[config.mk]
export PLATFORM = sky130hd
export DESIGN_NAME = lsu_align_fsm
export DESIGN_NICKNAME = d
export VERILOG_FILES = /design/src/rtl/rv32i_types.sv /design/src/rtl/lsu_extend.sv /design/src/rtl/lsu_align_fsm.sv
export SDC_FILE = /design/constraint.sdc
export NUM_CORES = 1
export LEC_CHECK = 0
export BUFFER_PORTS_ARGS = -buffer_cell sky130_fd_sc_hd__buf_2
export CAP_MARGIN = 25
export CORE_MARGIN = 8
export CORE_UTILIZATION = 29
export DETAILED_ROUTE_END_ITERATION = 12
export PLACE_DENSITY = 0.49
export SLEW_MARGIN = 20
export SYNTH_ARGS = -nofsm -noshare
export SYNTH_HDL_FRONTEND = slang
export SYNTH_SLANG_ARGS = --single-unit
[constraint.sdc]
create_clock -name clk -period 6.91 [get_ports clk]
set_clock_uncertainty 0.15 [all_clocks]
set_input_delay 0.691 -clock clk [delete_from_list [all_inputs] [get_ports clk]]
set_output_delay 0.691 -clock clk [all_outputs]
set_load 0.05 [all_outputs]
[src/rtl/rv32i_types.sv]
// Shared RV32I datapath types for the load/store unit: FSM state encoding,
// load/store funct3 codes and the funct3 legality helper.
package rv32i_types;

    typedef enum logic [1:0] {
        LSU_IDLE = 2'd0,
        LSU_ACC0 = 2'd1,
        LSU_ACC1 = 2'd2,
        LSU_DONE = 2'd3
    } lsu_state_t;

    // Load funct3 codes
    localparam logic [2:0] F3_LB  = 3'b000;
    localparam logic [2:0] F3_LH  = 3'b001;
    localparam logic [2:0] F3_LW  = 3'b010;
    localparam logic [2:0] F3_LD  = 3'b011;
    localparam logic [2:0] F3_LBU = 3'b100;
    localparam logic [2:0] F3_LHU = 3'b101;
    localparam logic [2:0] F3_LWU = 3'b110;

    // Store funct3 codes
    localparam logic [2:0] F3_SB  = 3'b000;
    localparam logic [2:0] F3_SH  = 3'b001;
    localparam logic [2:0] F3_SW  = 3'b010;
    localparam logic [2:0] F3_SD  = 3'b011;

    // Doubleword and lwu only exist on a 64-bit datapath; stores never zero-extend.
    function automatic logic f3_legal(input logic is_store, input logic [2:0] f3,
                                      input logic dw64);
        logic ok;
        ok = 1'b0;
        if (is_store) begin
            case (f3)
                F3_SB, F3_SH, F3_SW: ok = 1'b1;
                F3_SD:               ok = dw64;
                default:             ok = 1'b0;
            endcase
        end else begin
            case (f3)
                F3_LB, F3_LH, F3_LW, F3_LBU, F3_LHU: ok = 1'b1;
                F3_LD, F3_LWU:                       ok = dw64;
                default:                             ok = 1'b0;
            endcase
        end
        return ok;
    endfunction

endpackage

[src/rtl/lsu_extend.sv]
// Sign/zero extension of the right-justified load assembly value from
// 8 << size_i bits up to the full datapath width.
module lsu_extend #(
    parameter int DATA_WIDTH = 32
) (
    input  logic [DATA_WIDTH-1:0] asm_i,
    input  logic [1:0]            size_i,
    input  logic                  unsigned_i,
    output logic [DATA_WIDTH-1:0] ext_o
);

    logic sign_s;
    int   nbits_s;

    // Keep the low nbits, fill the rest with the sign bit or zero
    always_comb begin
        nbits_s = int'(32'd8 << size_i);
        case (size_i)
            2'd0:    sign_s = asm_i[7];
            2'd1:    sign_s = asm_i[15];
            2'd2:    sign_s = asm_i[31];
            default: sign_s = asm_i[DATA_WIDTH-1];
        endcase
        ext_o = '0;
        for (int i = 0; i < DATA_WIDTH; i++) begin
            if (i < nbits_s) begin
                ext_o[i] = asm_i[i];
            end else begin
                ext_o[i] = sign_s & ~unsigned_i;
            end
        end
    end

endmodule

[src/rtl/lsu_align_fsm.sv]
// Multicycle load/store unit: aligns addresses, generates lane enables and
// shifted store data, assembles and extends load data.
// Optional feature macro LSU_MISALIGN_SPLIT_EN: split word-crossing accesses
// into two memory transactions; when undefined they complete with access_err.
module lsu_align_fsm
    import rv32i_types::*;
#(
    parameter int DATA_WIDTH = 32,
    parameter int ADDR_WIDTH = 32
) (
    input  logic                    clk,
    input  logic                    rst,
    input  logic                    start,
    input  logic                    is_store,
    input  logic [2:0]              funct3,
    input  logic [ADDR_WIDTH-1:0]   addr,
    input  logic [DATA_WIDTH-1:0]   store_data,
    output logic                    busy,
    output logic                    done,
    output logic [DATA_WIDTH-1:0]   load_data,
    output logic                    access_err,
    output logic [ADDR_WIDTH-1:0]   mem_address,
    output logic                    mem_read,
    output logic                    mem_write,
    output logic [DATA_WIDTH/8-1:0] mem_byte_enable,
    output logic [DATA_WIDTH-1:0]   mem_wdata,
    input  logic [DATA_WIDTH-1:0]   mem_rdata,
    input  logic                    mem_resp
);

    localparam int NB = DATA_WIDTH / 8;
    localparam int LW = $clog2(NB);
`ifdef LSU_MISALIGN_SPLIT_EN
    localparam logic SPLIT_EN = 1'b1;
`else
    localparam logic SPLIT_EN = 1'b0;
`endif

    lsu_state_t            state_q, state_d;
    logic                  is_store_q, is_store_d;
    logic [2:0]            funct3_q, funct3_d;
    logic [ADDR_WIDTH-1:0] addr_q, addr_d;
    logic [DATA_WIDTH-1:0] store_data_q, store_data_d;
    logic [DATA_WIDTH-1:0] asm_q, asm_d;

    logic                  busy_q, busy_d, done_q, done_d, err_q, err_d;
    logic [DATA_WIDTH-1:0] load_data_q, load_data_d, wdata_q, wdata_d;
    logic [ADDR_WIDTH-1:0] maddr_q, maddr_d;
    logic                  read_q, read_d, write_q, write_d;
    logic [NB-1:0]         be_q, be_d;

    logic [LW-1:0]         lane_s;
    logic [3:0]            size_s;
    logic [4:0]            end_s;
    logic                  mis_s, err_s, split_s;
    logic [15:0]           en_full_s, en_hi_s;
    logic [LW+2:0]         sh0_s;
    logic [LW:0]           n0_s;
    logic [LW+3:0]         sh1_s;
    logic [ADDR_WIDTH-1:0] aligned_s;
    logic [DATA_WIDTH-1:0] ext_s;

    // Capture the request when it is accepted in IDLE, otherwise hold it
    always_comb begin
        is_store_d   = is_store_q;
        funct3_d     = funct3_q;
        addr_d       = addr_q;
        store_data_d = store_data_q;
        if ((state_q == LSU_IDLE) && start) begin
            is_store_d   = is_store;
            funct3_d     = funct3;
            addr_d       = addr;
            store_data_d = store_data;
        end else begin
            is_store_d   = is_store_q;
        end
    end

    // Lane, size, misalignment and shift amounts of the latched request
    always_comb begin
        lane_s    = addr_d[LW-1:0];
        size_s    = 4'd1 << funct3_d[1:0];
        end_s     = 5'(lane_s) + 5'(size_s);
        mis_s     = end_s > 5'(NB);
        err_s     = ~f3_legal(is_store_d, funct3_d, DATA_WIDTH == 64) | (mis_s & ~SPLIT_EN);
        split_s   = mis_s & SPLIT_EN;
        en_full_s = ((16'd1 << size_s) - 16'd1) << lane_s;
        en_hi_s   = en_full_s >> NB;
        sh0_s     = {lane_s, 3'b000};
        n0_s      = (LW+1)'(NB) - {1'b0, lane_s};
        sh1_s     = {n0_s, 3'b000};
        aligned_s = {addr_d[ADDR_WIDTH-1:LW], {LW{1'b0}}};
    end

    lsu_extend #(.DATA_WIDTH(DATA_WIDTH)) u_extend (
        .asm_i      (asm_d),
        .size_i     (funct3_d[1:0]),
        .unsigned_i (funct3_d[2]),
        .ext_o      (ext_s)
    );

    // Next state and load byte assembly
    always_comb begin
        state_d = state_q;
        asm_d   = asm_q;
        case (state_q)
            LSU_IDLE: begin
                if (start) begin
                    state_d = err_s ? LSU_DONE : LSU_ACC0;
                end else begin
                    state_d = LSU_IDLE;
                end
            end
            LSU_ACC0: begin
                if (mem_resp) begin
                    asm_d   = mem_rdata >> sh0_s;
                    state_d = split_s ? LSU_ACC1 : LSU_DONE;
                end else begin
                    state_d = LSU_ACC0;
                end
            end
            LSU_ACC1: begin
                if (mem_resp) begin
                    asm_d   = asm_q | (mem_rdata << sh1_s);
                    state_d = LSU_DONE;
                end else begin
                    state_d = LSU_ACC1;
                end
            end
            LSU_DONE: state_d = LSU_IDLE;
            default:  state_d = LSU_IDLE;
        endcase
    end

    // Output values for the coming cycle, derived from next state and request
    always_comb begin
        busy_d  = state_d != LSU_IDLE;
        done_d  = state_d == LSU_DONE;
        err_d   = (state_d == LSU_DONE) & err_s;
        maddr_d = '0;
        read_d  = 1'b0;
        write_d = 1'b0;
        be_d    = '0;
        wdata_d = '0;
        case (state_d)
            LSU_ACC0: begin
                maddr_d = aligned_s;
                read_d  = ~is_store_d;
                write_d = is_store_d;
                be_d    = en_full_s[NB-1:0];
                wdata_d = store_data_d << sh0_s;
            end
            LSU_ACC1: begin
                maddr_d = aligned_s + ADDR_WIDTH'(NB);
                read_d  = ~is_store_d;
                write_d = is_store_d;
                be_d    = en_hi_s[NB-1:0];
                wdata_d = store_data_d >> sh1_s;
            end
            default: begin
                maddr_d = '0;
            end
        endcase
        if ((state_q != LSU_DONE) && (state_d == LSU_DONE) && ~is_store_d && ~err_s) begin
            load_data_d = ext_s;
        end else begin
            load_data_d = load_data_q;
        end
    end

    // State, request and registered-output flops with synchronous reset
    always_ff @(posedge clk) begin
        if (rst) begin
            state_q      <= LSU_IDLE;
            is_store_q   <= 1'b0;
            funct3_q     <= 3'b000;
            addr_q       <= '0;
            store_data_q <= '0;
            asm_q        <= '0;
            busy_q       <= 1'b0;
            done_q       <= 1'b0;
            err_q        <= 1'b0;
            load_data_q  <= '0;
            maddr_q      <= '0;
            read_q       <= 1'b0;
            write_q      <= 1'b0;
            be_q         <= '0;
            wdata_q      <= '0;
        end else begin
            state_q      <= state_d;
            is_store_q   <= is_store_d;
            funct3_q     <= funct3_d;
            addr_q       <= addr_d;
            store_data_q <= store_data_d;
            asm_q        <= asm_d;
            busy_q       <= busy_d;
            done_q       <= done_d;
            err_q        <= err_d;
            load_data_q  <= load_data_d;
            maddr_q      <= maddr_d;
            read_q       <= read_d;
            write_q      <= write_d;
            be_q         <= be_d;
            wdata_q      <= wdata_d;
        end
    end

    assign busy            = busy_q;
    assign done            = done_q;
    assign access_err      = err_q;
    assign load_data       = load_data_q;
    assign mem_address     = maddr_q;
    assign mem_read        = read_q;
    assign mem_write       = write_q;
    assign mem_byte_enable = be_q;
    assign mem_wdata       = wdata_q;

endmodule
* Word-level counts from Yosys, hierarchy flattened
Cells that the tools add are included.
** Word-level totals
- Input bits :: 104
- Flip-flop bits (word level) :: 207
** Operators by class
- Add/sub/neg operators :: 4
- Bitwise logic cells :: 9
- Equality and inequality tests :: 12
- Shifts and indexed selects :: 8
- Mux-type cells :: 51
- Reductions and logical operators :: 12
- $lt $le $gt $ge :: 33
** Operators by type and width (count)
- 6-bit by 32-bit less-than comparator with 1-bit output (first input constant) :: 16
- 5-bit by 32-bit less-than comparator with 1-bit output (first input constant) :: 8
- 32-bit case mux with 2 select lines :: 3
- 4-bit by 32-bit less-than comparator with 1-bit output (first input constant) :: 4
- 32-bit two-way mux :: 4
- 3-bit by 32-bit less-than comparator with 1-bit output (first input constant) :: 2
- 1-bit two-way mux :: 37
- 32-bit by 3-bit adder with 32-bit output (second input constant) :: 1
- 1-bit by 32-bit less-than comparator with 1-bit output (first input constant) :: 1
- 2-bit by 32-bit less-than comparator with 1-bit output (first input constant) :: 1
- 32-bit OR :: 1
- 32-bit by 5-bit left shift with 32-bit output :: 1
- 32-bit by 6-bit left shift with 32-bit output :: 1
- 4-bit by 2-bit left shift with 32-bit output (first input constant) :: 1
- 32-bit by 5-bit >> shifter with 32-bit output :: 1
- 32-bit by 6-bit >> shifter with 32-bit output :: 1
- 1-bit by 4-bit left shift with 16-bit output (first input constant) :: 1
- 16-bit by 2-bit left shift with 8-bit output :: 1
- 16-bit by 1-bit subtractor with 16-bit output (second input constant) :: 1
- 2-bit == test (second input constant) :: 4
- 2-bit case mux with 4 select lines :: 1
- 4-bit case mux with 2 select lines :: 1
- 2-bit by 1-bit == test with 1-bit output (second input constant) :: 3
- 3-bit == test (second input constant) :: 2
- other kinds (20) :: 32

* Logic depth before layout (Yosys ltp)
Gate-level depths: netlist (run 1).
- Depth in word-level cells :: 16
- Mapped depth :: 24
- Gate-level depth less buffers :: 20

* Hierarchy
Synthesis (run 1) repeated with hierarchy kept, for this count alone.
** Second synthesis, totals
- Cells, all modules :: 1283
- Area, all modules :: 10669.0 um^2
** Modules (own cells, without submodules)
- lsu_align_fsm :: area each 10343.7 um^2, cells each 1216, seq. area each 4103.9 um^2, instances 1
- lsu_extend :: area each 325.3 um^2, cells each 67, seq. area each 0.0 um^2, instances 1

* Worst setup path after synthesis (run 1)
Ideal clock, no wire load.
- Path kind :: input port to flip-flop
- From :: input port start
- To :: register maddr_q[25] (netlist: mem_address[25])
- Path slack :: 1.921 ns
- Buffers on the path :: 5
- Library setup time :: 0.079 ns
- Cell stages on the path :: 20
- Arrival time :: 4.760 ns
- Path through :: buf_2 a21bo_2 nand2_1 clkbuf_1 clkbuf_1 ha_1 inv_1 fa_1 nand2b_1 a32o_1 a21oi_1 o22a_1 inv_1 ha_1 nor2_1 and2_1 clkbuf_1 clkbuf_1 nand4_1 o211ai_1
** On the way
- Elaborated cells on any way between the ends :: 26
** RTL lines
- start, declared :: line lsu_align_fsm.sv:13 : input logic start,
- 1-bit logical AND (*) :: line lsu_align_fsm.sv:69 : if ((state_q == LSU_IDLE) && start) begin
- 32-bit two-way mux (*) :: line lsu_align_fsm.sv:69
- named net addr_d[0] :: line lsu_align_fsm.sv:42 : logic [ADDR_WIDTH-1:0] addr_q, addr_d;
- 2-bit by 4-bit adder with 5-bit output (*) :: line lsu_align_fsm.sv:83 : end_s = 5'(lane_s) + 5'(size_s);
- 5-bit by 3-bit greater-than comparator with 1-bit output (*) :: line lsu_align_fsm.sv:84 : mis_s = end_s > 5'(NB);
- 1-bit OR (*) :: line lsu_align_fsm.sv:85 : err_s = ~f3_legal(is_store_d, funct3_d, DATA_WIDTH == 64) | (mis_s & ~SPLIT_EN);
- 2-bit two-way mux (*) :: line lsu_align_fsm.sv:109 : state_d = err_s ? LSU_DONE : LSU_ACC0;
- 2-bit two-way mux (*) :: line lsu_align_fsm.sv:108 : if (start) begin
- 2-bit case mux with 4 select lines (*) :: line lsu_align_fsm.sv:106 : case (state_q)
- named net state_d[1] :: line lsu_align_fsm.sv:39 : lsu_state_t state_q, state_d;
- 2-bit == test / 2-bit by 1-bit == test with 1-bit output (equally long branches) :: line lsu_align_fsm.sv:145 : case (state_d)
- 32-bit case mux with 2 select lines (*) :: line lsu_align_fsm.sv:145
- end signal, assigned :: line lsu_align_fsm.sv:200 : maddr_q <= maddr_d;
- end, declared :: line lsu_align_fsm.sv:48 : logic [ADDR_WIDTH-1:0] maddr_q, maddr_d;
Mark *: on every way through the listed nets, which the timed path passes. The rest lies on a longest branch.
A chain may end at the register's enable or synchronous reset.

* Worst setup path in the final report (run 1)
- From :: register state_q[0]
- To :: register maddr_q[22] (netlist: mem_address[22])
** On the way
- Cells in the longest elaborated chain, start to end :: 14
- Elaborated cells on any way between the ends :: 30
** Ends and longest elaborated chain
- start, declared :: line lsu_align_fsm.sv:39
- start signal, assigned :: line lsu_align_fsm.sv:190 : state_q <= state_d;
- branches (longest 11 deep; another with 2-bit by 4-bit adder with 5-bit output)
- 2-bit case mux with 4 select lines (*) :: line lsu_align_fsm.sv:106
- named net state_d[1] :: line lsu_align_fsm.sv:39
- 2-bit == test / 2-bit by 1-bit == test with 1-bit output (equally long branches) :: line lsu_align_fsm.sv:145
- 32-bit case mux with 2 select lines (*) :: line lsu_align_fsm.sv:145
Mark *: on every way through the listed nets, which the timed path passes.

==> results.py, run 1 <==
metrics = {
    "timing": {
        "final_cycle_utilization_of_the_critical_path": 0.875,
        "finalCriticalPeriod_ps": 6040,
        "max_slew_margin": 0.319,
        "timing.fmax_mhz": 165,
        "grt_setup_unrepaired": "no",
        "report.final.setup_viol": 0,
        "slew_worst_pin_ps": 1020,
        "timing_max_transition_violations_final": 0,
        "hold_viol_final": 0,
        "fin_setup_tns_ps": 0,
    },
    "routing": {
        "postRouteWirelength_um": 37400,
        "drt-pass1-iter-count": 5,
        "drc_markers": 0,
        "post_drt_wl_per_cell_um": 20.5,
        "drt-initial-drc-count": 696,
        "antenna_violating_nets_post_route": 0,
        "via_count": 9615,
        "avgViaCountPerCell": 5.27,
    },
    "grt": {
        "antenna_found_initial": 8,
        "globalRouteTotalUtil": 0.176,
        "largest_net_degree_at_the_start_of_global_routing": 72,
        "first_global_vias": 9692,
        "global_route_wire_length_before_repair_um": 57700,
        "grt_remaining_overflow": 0,
    },
    "synth": {
        "yosysWarningCount": 0,
        "postSynth.topFlopCell": "dfxtp_1",
        "count_of_cell_types_in_the_netlist": 74,
        "synth.avg_cell_area_sq_um": 8.50,
        "synth.top_cell.area_share": 0.408,
        "synth-seq-cells": 205,
        "synth_area_sq_mm": 0.0100,
        "synth.top_cells.by_count": "205 x dfxtp_1, 199 x nor2_1, 73 x mux2i_1",
        "top_cells_by_area_synth": "dfxtp_1 41%, nor2_1 7.4%, mux2i_1 7.3%",
        "synth_enable_flop_cells": 0,
        "synth.most_common_cell": "dfxtp_1",
        "synth_seq_area_share": 0.408,
        "async_set_or_reset_flop_fraction_in_the_synthesized_netlist": 0,
        "synth_area_leader_cell": "dfxtp_1",
        "post_syn_instances": 1182,
    },
    "critical_path": {
        "path_max_fanout": 19,
        "cp-start-kind": "flip-flop",
        "worstPathBufferInverterCount": 5,
        "timing.setup.critical_path_class": "reg -> reg",
        "ff2ff_path_depth": 21,
        "crit_path_end_kind": "flip-flop",
        "critical_path_required_ps": 7240,
        "crit_arrival_ps": 6370,
        "crit_path_top_delay_cell": "nand2_1",
        "critical_path_cell_count": 21,
        "critPathMaxStageDelay_ps": 520,
        "cp_cell_sequence": "inv_1, ha_1, buf_4, and2_1, mux2i_1, nand2_1, clkinv_1, ha_1, inv_1, fa_1, nand2b_1, a32o_1, a21oi_1, o22a_1, inv_1, ha_1, nor2_1, nand2_1, or3_1, o31ai_1, and2_1",
        "top_family_by_delay_on_critical_path": "simple AND/OR/NAND/NOR gates",
    },
    "clock_network": {
        "cts_setup_buffers": 0,
        "postCtsHoldBufs": 0,
        "cts_tree": "done",
        "cts_max_path_buffers": 3,
        "post_cts_resize_count": 0,
        "cts_buffers": 26,
        "cts-root-buf": "clkbuf_16",
        "tritoncts_num_sinks": 205,
        "path_clk_slew_ps": 60,
        "insertion_delay_ps": 530,
        "htreeDepth": 1,
    },
    "final_layout": {
        "fillers": 3669,
        "final_layout_size_suffix_gt1_frac": 0.219,
        "sequential_cell_area_sq_mm": 0.00410,
        "multi_input_comb_area_sq_mm": 0.00547,
        "final_area_sq_mm": 0.0123,
        "final_cell_count_no_fill": 1824,
        "finalNetCount": 1462,
        "flow.area_growth_from_synthesis_pct": 22.0,
        "layout.core_utilization": 0.357,
    },
    "power": {
        "post-layout-total-power_mw": 3.69,
        "cellPowerDensity_mw_per_mm2": 301,
        "power.ir.vdd_worst_mv": 0.180,
        "leakagePower_nw": 5.22,
    },
    "hold_path": {
        "hold_path_depth": 3,
        "hold_path.class": "in -> reg",
    },
    "floorplan": {
        "core-area_sq_mm": 0.0344,
        "standard_cell_rows": 68,
        "dieArea_sq_mm": 0.0409,
        "die_x_um": 202,
        "initial_standard_cell_utilization_of_the_core": 0.292,
        "floorplan.io_pins": 209,
        "die_height_um": 202,
    },
    "place": {
        "dpl.hpwl_um": 26700,
        "io_buffers": 206,
        "placed_cell_area_sq_mm": 0.0114,
        "finalWeightedCongestion": 0.858,
        "placed_instances": 1771,
    },
    "run_status": {
        "outcome": "finished clean",
    },
    "flow_run": {
        "drv_cap": 0,
    },
}
-- cells in the final DEF (no fill, tap or decap), types with 10 or more instances in the layout --
master and instances:
a21boi_0 11, o21ai_1 20, nand4_1 15, clkbuf_16 27
ha_1 13, buf_4 19, inv_1 21, a32oi_1 17
a22o_1 11, o31ai_1 10, nor3_1 21, nand2_1 67
a22oi_1 23, a21oi_1 64, o21ai_0 53, mux2_2 13
mux2i_1 73, nor2_1 199, and2_1 22, a211oi_1 17
or3_1 16, a31oi_1 16, nand3_1 25, buf_2 205
and3_1 15, o21a_1 12, dfxtp_1 205
-- metrics by stage --
step | setup WS [ps] | hold slack, ps
6_report | 867 | 303
5_1_grt | 372 | 323
4_1_cts | 818 | 281
3_5_place_dp | 723 | 341
3_3_place_gp | 946 | 333
2_1_floorplan | 1920 | 323
-- final timing paths --
| kind | start | endpoint | slack (ps) |
|---|---|---|---|
| hold reg to reg | load_data[7] | load_data[7] | 350 |
| setup reg to reg | state_q[0] | mem_address[22] | 870 |
| setup / recovery | state_q[0] | mem_address[22] | 870 |
| hold / removal | addr[23] | addr_q[23] | 300 |
-- registers in the layout, indices dropped and copies added (netlist names) --
name	count
mem_write	1
mem_wdata	32
done	1
funct3_q	3
busy	1
state_q	2
asm_q	32
is_store_q	1
access_err	1
mem_address	30
addr_q	32
mem_byte_enable	4
load_data	32
store_data_q	32
mem_read	1
-- routing by layer --
| metal | vias to the layer above | GRT usage | wire [um] |
|---|---|---|---|
| met5 | - | 0 | 23 |
| met4 | 4 | 0.0500 | 935 |
| met3 | 59 | 0.0431 | 2500 |
| met2 | 318 | 0.291 | 17500 |
| met1 | 4595 | 0.225 | 16400 |
| li1 | 4639 | - | - |
-- where the power goes --
group / switching, mW / internal, mW / total [mW]
logic: 0.727 / 0.312 / 1.04
clock network: 0.533 / 0.802 / 1.33
registers: 0.0404 / 1.28 / 1.32
-- cells by family (layout without fill, tap and decap cells) --
| logic type | after synthesis | after routing | synth area share |
|---|---|---|---|
| XOR/XNOR | 2 | 2 | 0.00174 |
| multiplexers | 92 | 92 | 0.101 |
| AND/OR/NAND/NOR | 415 | 415 | 0.191 |
| other | 1 | 8 | 0.000373 |
| adder cells (fa/ha/maj) | 14 | 14 | 0.0182 |
| AO/OA/AOI/OAI | 338 | 338 | 0.232 |
| buffers and inverters | 115 | 295 | 0.0482 |
| flip-flops | 205 | 205 | 0.408 |
-- area by class of cell --
cell class	count	area share
Sequential cell	205	0.335
Tap cell	455	0.0464
Antenna cell	6	0.00122
Timing Repair Buffer	224	0.0953
Inverter	24	0.00735
Clock buffer	38	0.0626
Multi-Input combinational cell	863	0.446
Clock inverter	9	0.00612
-- worst register-to-register path: cells and delay by family (launching register included) --
family	cells	cell delay, ps
buffers and inverters	5	760
AO/OA/AOI/OAI	4	950
flip-flops	1	330
AND/OR/NAND/NOR	7	2030
adder cells (fa/ha/maj)	4	1270
multiplexers	1	510
(Power assumes the default switching activity.)
==> run 2: changes to the inputs <==
--- a/config.mk
+++ b/config.mk
@@ -9,6 +9,7 @@
 export CAP_MARGIN = 25
 export CORE_MARGIN = 8
 export CORE_UTILIZATION = 29
+export CTS_BUF_LIST = sky130_fd_sc_hd__clkbuf_4
 export DETAILED_ROUTE_END_ITERATION = 12
 export PLACE_DENSITY = 0.49
 export SLEW_MARGIN = 20
==> run 2 against run 1 <==
Net effect:
- combinational power is essentially flat
- critical path depth is the same
- flip-flop and latch count is the same
- cell area shrank 0.69%
- first-iteration DRC count shrank 14%
- worst setup slack lost 79 ps
- via count grew 2.1%
- critical endpoint unchanged
==> results.py, run 2 (synthesis results as in run 1) <==
metrics = {
    "place": {
        "dpl.hpwl_um": 26700,
        "finalWeightedCongestion": 0.858,
        "io_buffers": 206,
        "placed_cell_area_sq_mm": 0.0114,
    },
    "clock_network": {
        "cts_setup_buffers": 0,
        "cts_max_path_buffers": 3,
        "postCtsHoldBufs": 1,
        "htreeDepth": 2,
        "tritoncts_num_sinks": 205,
        "cts_tree": "done",
        "path_clk_slew_ps": 70,
        "cts-root-buf": "clkbuf_4",
        "cts_buffers": 58,
        "insertion_delay_ps": 750,
        "post_cts_resize_count": 0,
    },
    "routing": {
        "drc_markers": 0,
        "postRouteWirelength_um": 37900,
        "via_count": 9820,
        "post_drt_wl_per_cell_um": 20.1,
        "avgViaCountPerCell": 5.21,
        "drt-initial-drc-count": 602,
        "antenna_violating_nets_post_route": 0,
        "drt-pass1-iter-count": 5,
    },
    "critical_path": {
        "cp_cell_sequence": "inv_1, ha_1, buf_4, and2_1, mux2i_1, nand2_1, clkinv_1, ha_1, inv_1, fa_1, nand2b_1, a32o_1, a21oi_1, o22a_1, inv_1, ha_1, nor2_1, nand2_1, or3_1, o31ai_1, and2_1",
        "timing.setup.critical_path_class": "reg -> reg",
        "worstPathBufferInverterCount": 5,
        "critical_path_required_ps": 7450,
        "startpoint": "state_q[1]",
        "crit-reg2reg-launch": "state_q[1]",
        "crit_arrival_ps": 6660,
        "critPathMaxStageDelay_ps": 540,
        "critical_path_cell_count": 21,
        "ff2ff_path_depth": 21,
        "cp-start-kind": "flip-flop",
        "crit_path_top_delay_cell": "nand2_1",
        "path_max_fanout": 19,
        "top_family_by_delay_on_critical_path": "simple AND/OR/NAND/NOR gates",
        "crit_path_end_kind": "flip-flop",
    },
    "floorplan": {
        "initial_standard_cell_utilization_of_the_core": 0.292,
        "core-area_sq_mm": 0.0344,
        "floorplan.io_pins": 209,
        "dieArea_sq_mm": 0.0409,
        "die_height_um": 202,
        "die_x_um": 202,
        "standard_cell_rows": 68,
    },
    "hold_path": {
        "hold_path_depth": 3,
        "hold_path.class": "in -> reg",
        "hold_start": "addr[26]",
    },
    "power": {
        "power.ir.vdd_worst_mv": 0.129,
        "cellPowerDensity_mw_per_mm2": 287,
        "leakagePower_nw": 5.25,
    },
    "final_layout": {
        "layout.cells.most_common_list": "205 x dfxtp_1, 205 x buf_2, 199 x nor2_1",
        "flow.area_growth_from_synthesis_pct": 21.2,
        "layout.core_utilization": 0.354,
        "final_area_sq_mm": 0.0122,
        "finalNetCount": 1495,
        "final_layout_size_suffix_gt1_frac": 0.246,
        "fillers": 3703,
    },
    "timing": {
        "grt_setup_unrepaired": "no",
        "timing_max_transition_violations_final": 0,
        "finalCriticalPeriod_ps": 6120,
        "max_slew_margin": 0.315,
        "fin_setup_tns_ps": 0,
        "report.final.setup_viol": 0,
        "final_cycle_utilization_of_the_critical_path": 0.886,
        "timing.fmax_mhz": 163,
        "slew_worst_pin_ps": 1020,
        "hold_viol_final": 0,
    },
    "run_status": {
        "outcome": "finished clean",
    },
    "flow_run": {
        "drv_cap": 0,
    },
    "grt": {
        "largest_net_degree_at_the_start_of_global_routing": 72,
        "antenna_found_initial": 9,
        "first_global_vias": 9977,
        "grt_remaining_overflow": 0,
        "globalRouteTotalUtil": 0.179,
        "global_route_wire_length_before_repair_um": 58000,
    },
}
[run 2: worst paths after layout]
kind                           to  slack, ps
hold / removal         addr_q[26]        100
setup / recovery  mem_address[22]        790
hold reg to reg      load_data[5]        350
setup reg to reg  mem_address[22]        790
[run 2: metrics by stage]
| step | power (mW) | cells | hold slack (ps) | setup WS, ps |
|---|---|---|---|---|
| 5_1_grt | 3.70 | 1881 | 79.8 | 362 |
| 2_1_floorplan | 2.08 | 1183 | 323 | 1920 |
| 4_1_cts | 3.55 | 1878 | 0.721 | 822 |
| 3_3_place_gp | 2.38 | 1770 | 333 | 946 |
| 3_5_place_dp | 2.38 | 1771 | 341 | 723 |
| 6_report | 3.50 | 1885 | 96.3 | 788 |
[run 2: layout make-up]
type	count	area, sq um	share of cell area
Multi-Input combinational cell	863	5470	0.449
Inverter	24	90.1	0.00740
Tap cell	455	569	0.0468
Clock inverter	14	53.8	0.00442
Sequential cell	205	4100	0.337
Antenna cell	7	17.5	0.00144
Clock buffer	92	691	0.0567
Timing Repair Buffer	225	1180	0.0968
[run 2: power by group]
group	total (mW)	internal, mW	switching, mW
clock	1.14	0.598	0.538
combinational	1.04	0.312	0.729
sequential	1.32	1.28	0.0401
[run 2: per-layer routing]
metal / GRT usage / wire length [um] / up-vias
met3: 0.0504 / 2590 / 74
met1: 0.219 / 16400 / 4665
met5: 0 / 19 / -
met2: 0.291 / 17700 / 330
met4: 0.0756 / 1180 / 4
li1: - / - / 4747
[run 2: worst reg2reg max path, delay by kind of cell, from the launching register on]
| family | cells | cell delay (ps) |
|---|---|---|
| adders and majority gates | 4 | 1270 |
| AOI/OAI and AO/OA | 4 | 950 |
| and+or+nand+nor | 7 | 2070 |
| buffers and inverters | 5 | 780 |
| muxes | 1 | 520 |
| DFF | 1 | 330 |
==> run 3: changes to the inputs <==
--- a/config.mk
+++ b/config.mk
@@ -11,6 +11,7 @@
 export CORE_UTILIZATION = 29
 export CTS_BUF_LIST = sky130_fd_sc_hd__clkbuf_4
 export DETAILED_ROUTE_END_ITERATION = 12
+export MAX_ROUTING_LAYER = met4
 export PLACE_DENSITY = 0.49
 export SLEW_MARGIN = 20
 export SYNTH_ARGS = -nofsm -noshare
==> run 3 against run 2 <==
Net effect:
- fmax rose by 2.4%
- non-clock buffer count grew 3
- via count grew 1.1%
- sequential power about the same
- die area did not move
- register-to-register slack gained 150 ps
- count of clock-buffer cells in the layout decreased by 9
- clock power hardly changed
- core utilization about the same
- critical path type unchanged
- largest cell class unchanged
- highest routed layer is now met4
==> results.py, run 3 (synthesis results as in run 1) <==
metrics = {
    "critical_path": {
        "crit_path_end_kind": "flip-flop",
        "cp-start-kind": "flip-flop",
        "ff2ff_path_depth": 22,
        "top_family_by_delay_on_critical_path": "simple AND/OR/NAND/NOR gates",
        "critical_path_required_ps": 7450,
        "crit_path_top_delay_cell": "mux2i_1",
        "path_max_fanout": 21,
        "critPathMaxStageDelay_ps": 530,
        "critical_path_cell_count": 22,
        "worstPathBufferInverterCount": 6,
        "cp_cell_sequence": "inv_1, ha_1, buf_4, and2_1, buf_4, mux2i_1, nand2_1, clkinv_1, ha_1, inv_1, fa_1, nand2b_1, a32o_1, a21oi_1, o22a_1, inv_1, ha_1, nor2_1, nand2_1, or3_1, o31ai_1, and2_1",
        "timing.setup.critical_path_class": "reg -> reg",
        "crit_arrival_ps": 6520,
    },
    "timing": {
        "grt_setup_unrepaired": "no",
        "timing.fmax_mhz": 167,
        "fin_setup_tns_ps": 0,
        "max_slew_margin": 0.318,
        "finalCriticalPeriod_ps": 5980,
        "slew_worst_pin_ps": 1020,
        "final_cycle_utilization_of_the_critical_path": 0.865,
        "timing_max_transition_violations_final": 0,
        "setup_slack_ps": 933,
        "whs_ps": 105,
        "hold_viol_final": 0,
        "report.final.setup_viol": 0,
    },
    "clock_network": {
        "post_cts_resize_count": 0,
        "cts-root-buf": "clkbuf_4",
        "tritoncts_num_sinks": 205,
        "path_clk_slew_ps": 70,
        "insertion_delay_ps": 750,
        "cts_tree": "done",
        "cts_setup_buffers": 0,
        "postCtsHoldBufs": 2,
        "cts_max_path_buffers": 3,
        "cts_buffers": 60,
        "htreeDepth": 2,
    },
    "floorplan": {
        "core-area_sq_mm": 0.0344,
        "initial_standard_cell_utilization_of_the_core": 0.292,
        "die_x_um": 202,
        "standard_cell_rows": 68,
        "die_height_um": 202,
        "floorplan.io_pins": 209,
        "dieArea_sq_mm": 0.0409,
    },
    "grt": {
        "first_global_vias": 9881,
        "antenna_found_initial": 8,
        "global_route_wire_length_before_repair_um": 57900,
        "largest_net_degree_at_the_start_of_global_routing": 72,
        "grt_remaining_overflow": 0,
        "globalRouteTotalUtil": 0.184,
    },
    "routing": {
        "drt-pass1-iter-count": 5,
        "drc_markers": 0,
        "postRouteWirelength_um": 37800,
        "drt-initial-drc-count": 642,
        "antenna_violating_nets_post_route": 0,
        "avgViaCountPerCell": 5.27,
        "via_count": 9927,
        "post_drt_wl_per_cell_um": 20.0,
    },
    "hold_path": {
        "hold_path_depth": 3,
        "hold_path.class": "in -> reg",
    },
    "power": {
        "post-layout-total-power_mw": 3.48,
        "cellPowerDensity_mw_per_mm2": 286,
        "power.ir.vdd_worst_mv": 0.110,
        "leakagePower_nw": 5.25,
    },
    "final_layout": {
        "finalNetCount": 1500,
        "flow.area_growth_from_synthesis_pct": 21.2,
        "fillers": 3699,
        "final_area_sq_mm": 0.0122,
        "multi_input_comb_area_sq_mm": 0.00547,
        "sequential_cell_area_sq_mm": 0.00410,
        "layout.cells.most_common_list": "205 x dfxtp_1, 205 x buf_2, 199 x nor2_1",
        "final_layout_size_suffix_gt1_frac": 0.242,
    },
    "place": {
        "dpl.hpwl_um": 26700,
        "finalWeightedCongestion": 0.867,
        "placed_cell_area_sq_mm": 0.0114,
        "io_buffers": 206,
        "dp_worst_setup_slack_ps": 575,
    },
    "flow_run": {
        "drv_cap": 0,
    },
    "run_status": {
        "outcome": "finished clean",
    },
}
==> run 3: cell types whose count changed in the layout (fill, tap and decap cells not counted) <==
cell	before	now
clkinv_1	14	17
diode_2	7	8
clkbuf_4	92	83
clkbuf_2	0	1
buf_4	19	20
clkinv_2	1	0
bufinv_16	0	1
inv_2	2	3
dlygate4sd3_1	1	2
==> run 3: cell type report <==
| class | count | area share |
|---|---|---|
| multi-input combinational | 863 | 0.450 |
| sequential | 205 | 0.337 |
| timing repair buffer | 228 | 0.0987 |
| clock buffer | 83 | 0.0512 |
| tap | 455 | 0.0468 |
| clock inverter | 18 | 0.00771 |
| inverter | 24 | 0.00740 |
| antenna | 8 | 0.00164 |
==> run 3: path summary, 6_finish.rpt <==
path            startpoint               to  slack, ps
max reg2reg     state_q[1]  mem_address[22]        930
min               addr[20]       addr_q[20]        100
min reg2reg  load_data[15]    load_data[15]        340
max             state_q[1]  mem_address[22]        930
==> run 3: worst reg2reg max path, stage by stage, from the launching register on <==
cell      delay (ps)
dfxtp_1          330
inv_1            100
ha_1             150
buf_4            270
and2_1           170
buf_4            230
mux2i_1          530
nand2_1          200
clkinv_1         240
ha_1             190
inv_1             50
fa_1             470
nand2b_1          70
a32o_1           300
a21oi_1          180
o22a_1           230
inv_1             80
ha_1             280
nor2_1           350
nand2_1          510
or3_1            500
o31ai_1          210
and2_1           140
==> run 3: power by group <==
part / leakage (nW) / switching, mW / internal [mW] / total (mW)
logic: 3.15 / 0.729 / 0.313 / 1.04
registers: 1.67 / 0.0404 / 1.28 / 1.32
clock network: 0.425 / 0.538 / 0.583 / 1.12
==> run 3: per-layer routing <==
| metal | up-vias | GRT usage | wire (um) |
|---|---|---|---|
| li1 | 4754 | - | - |
| met5 | - | - | 0 |
| met4 | 0 | 0.0774 | 1260 |
| met3 | 86 | 0.0484 | 2930 |
| met1 | 4702 | 0.222 | 16400 |
| met2 | 385 | 0.287 | 17200 |
==> run 3: stage by stage <==
stage           util  std cells
2_1_floorplan      -       1183
3_3_place_gp   0.332       1772
3_5_place_dp   0.332       1772
4_1_cts        0.353       1875
5_1_grt        0.354       1884
6_report       0.354       1884
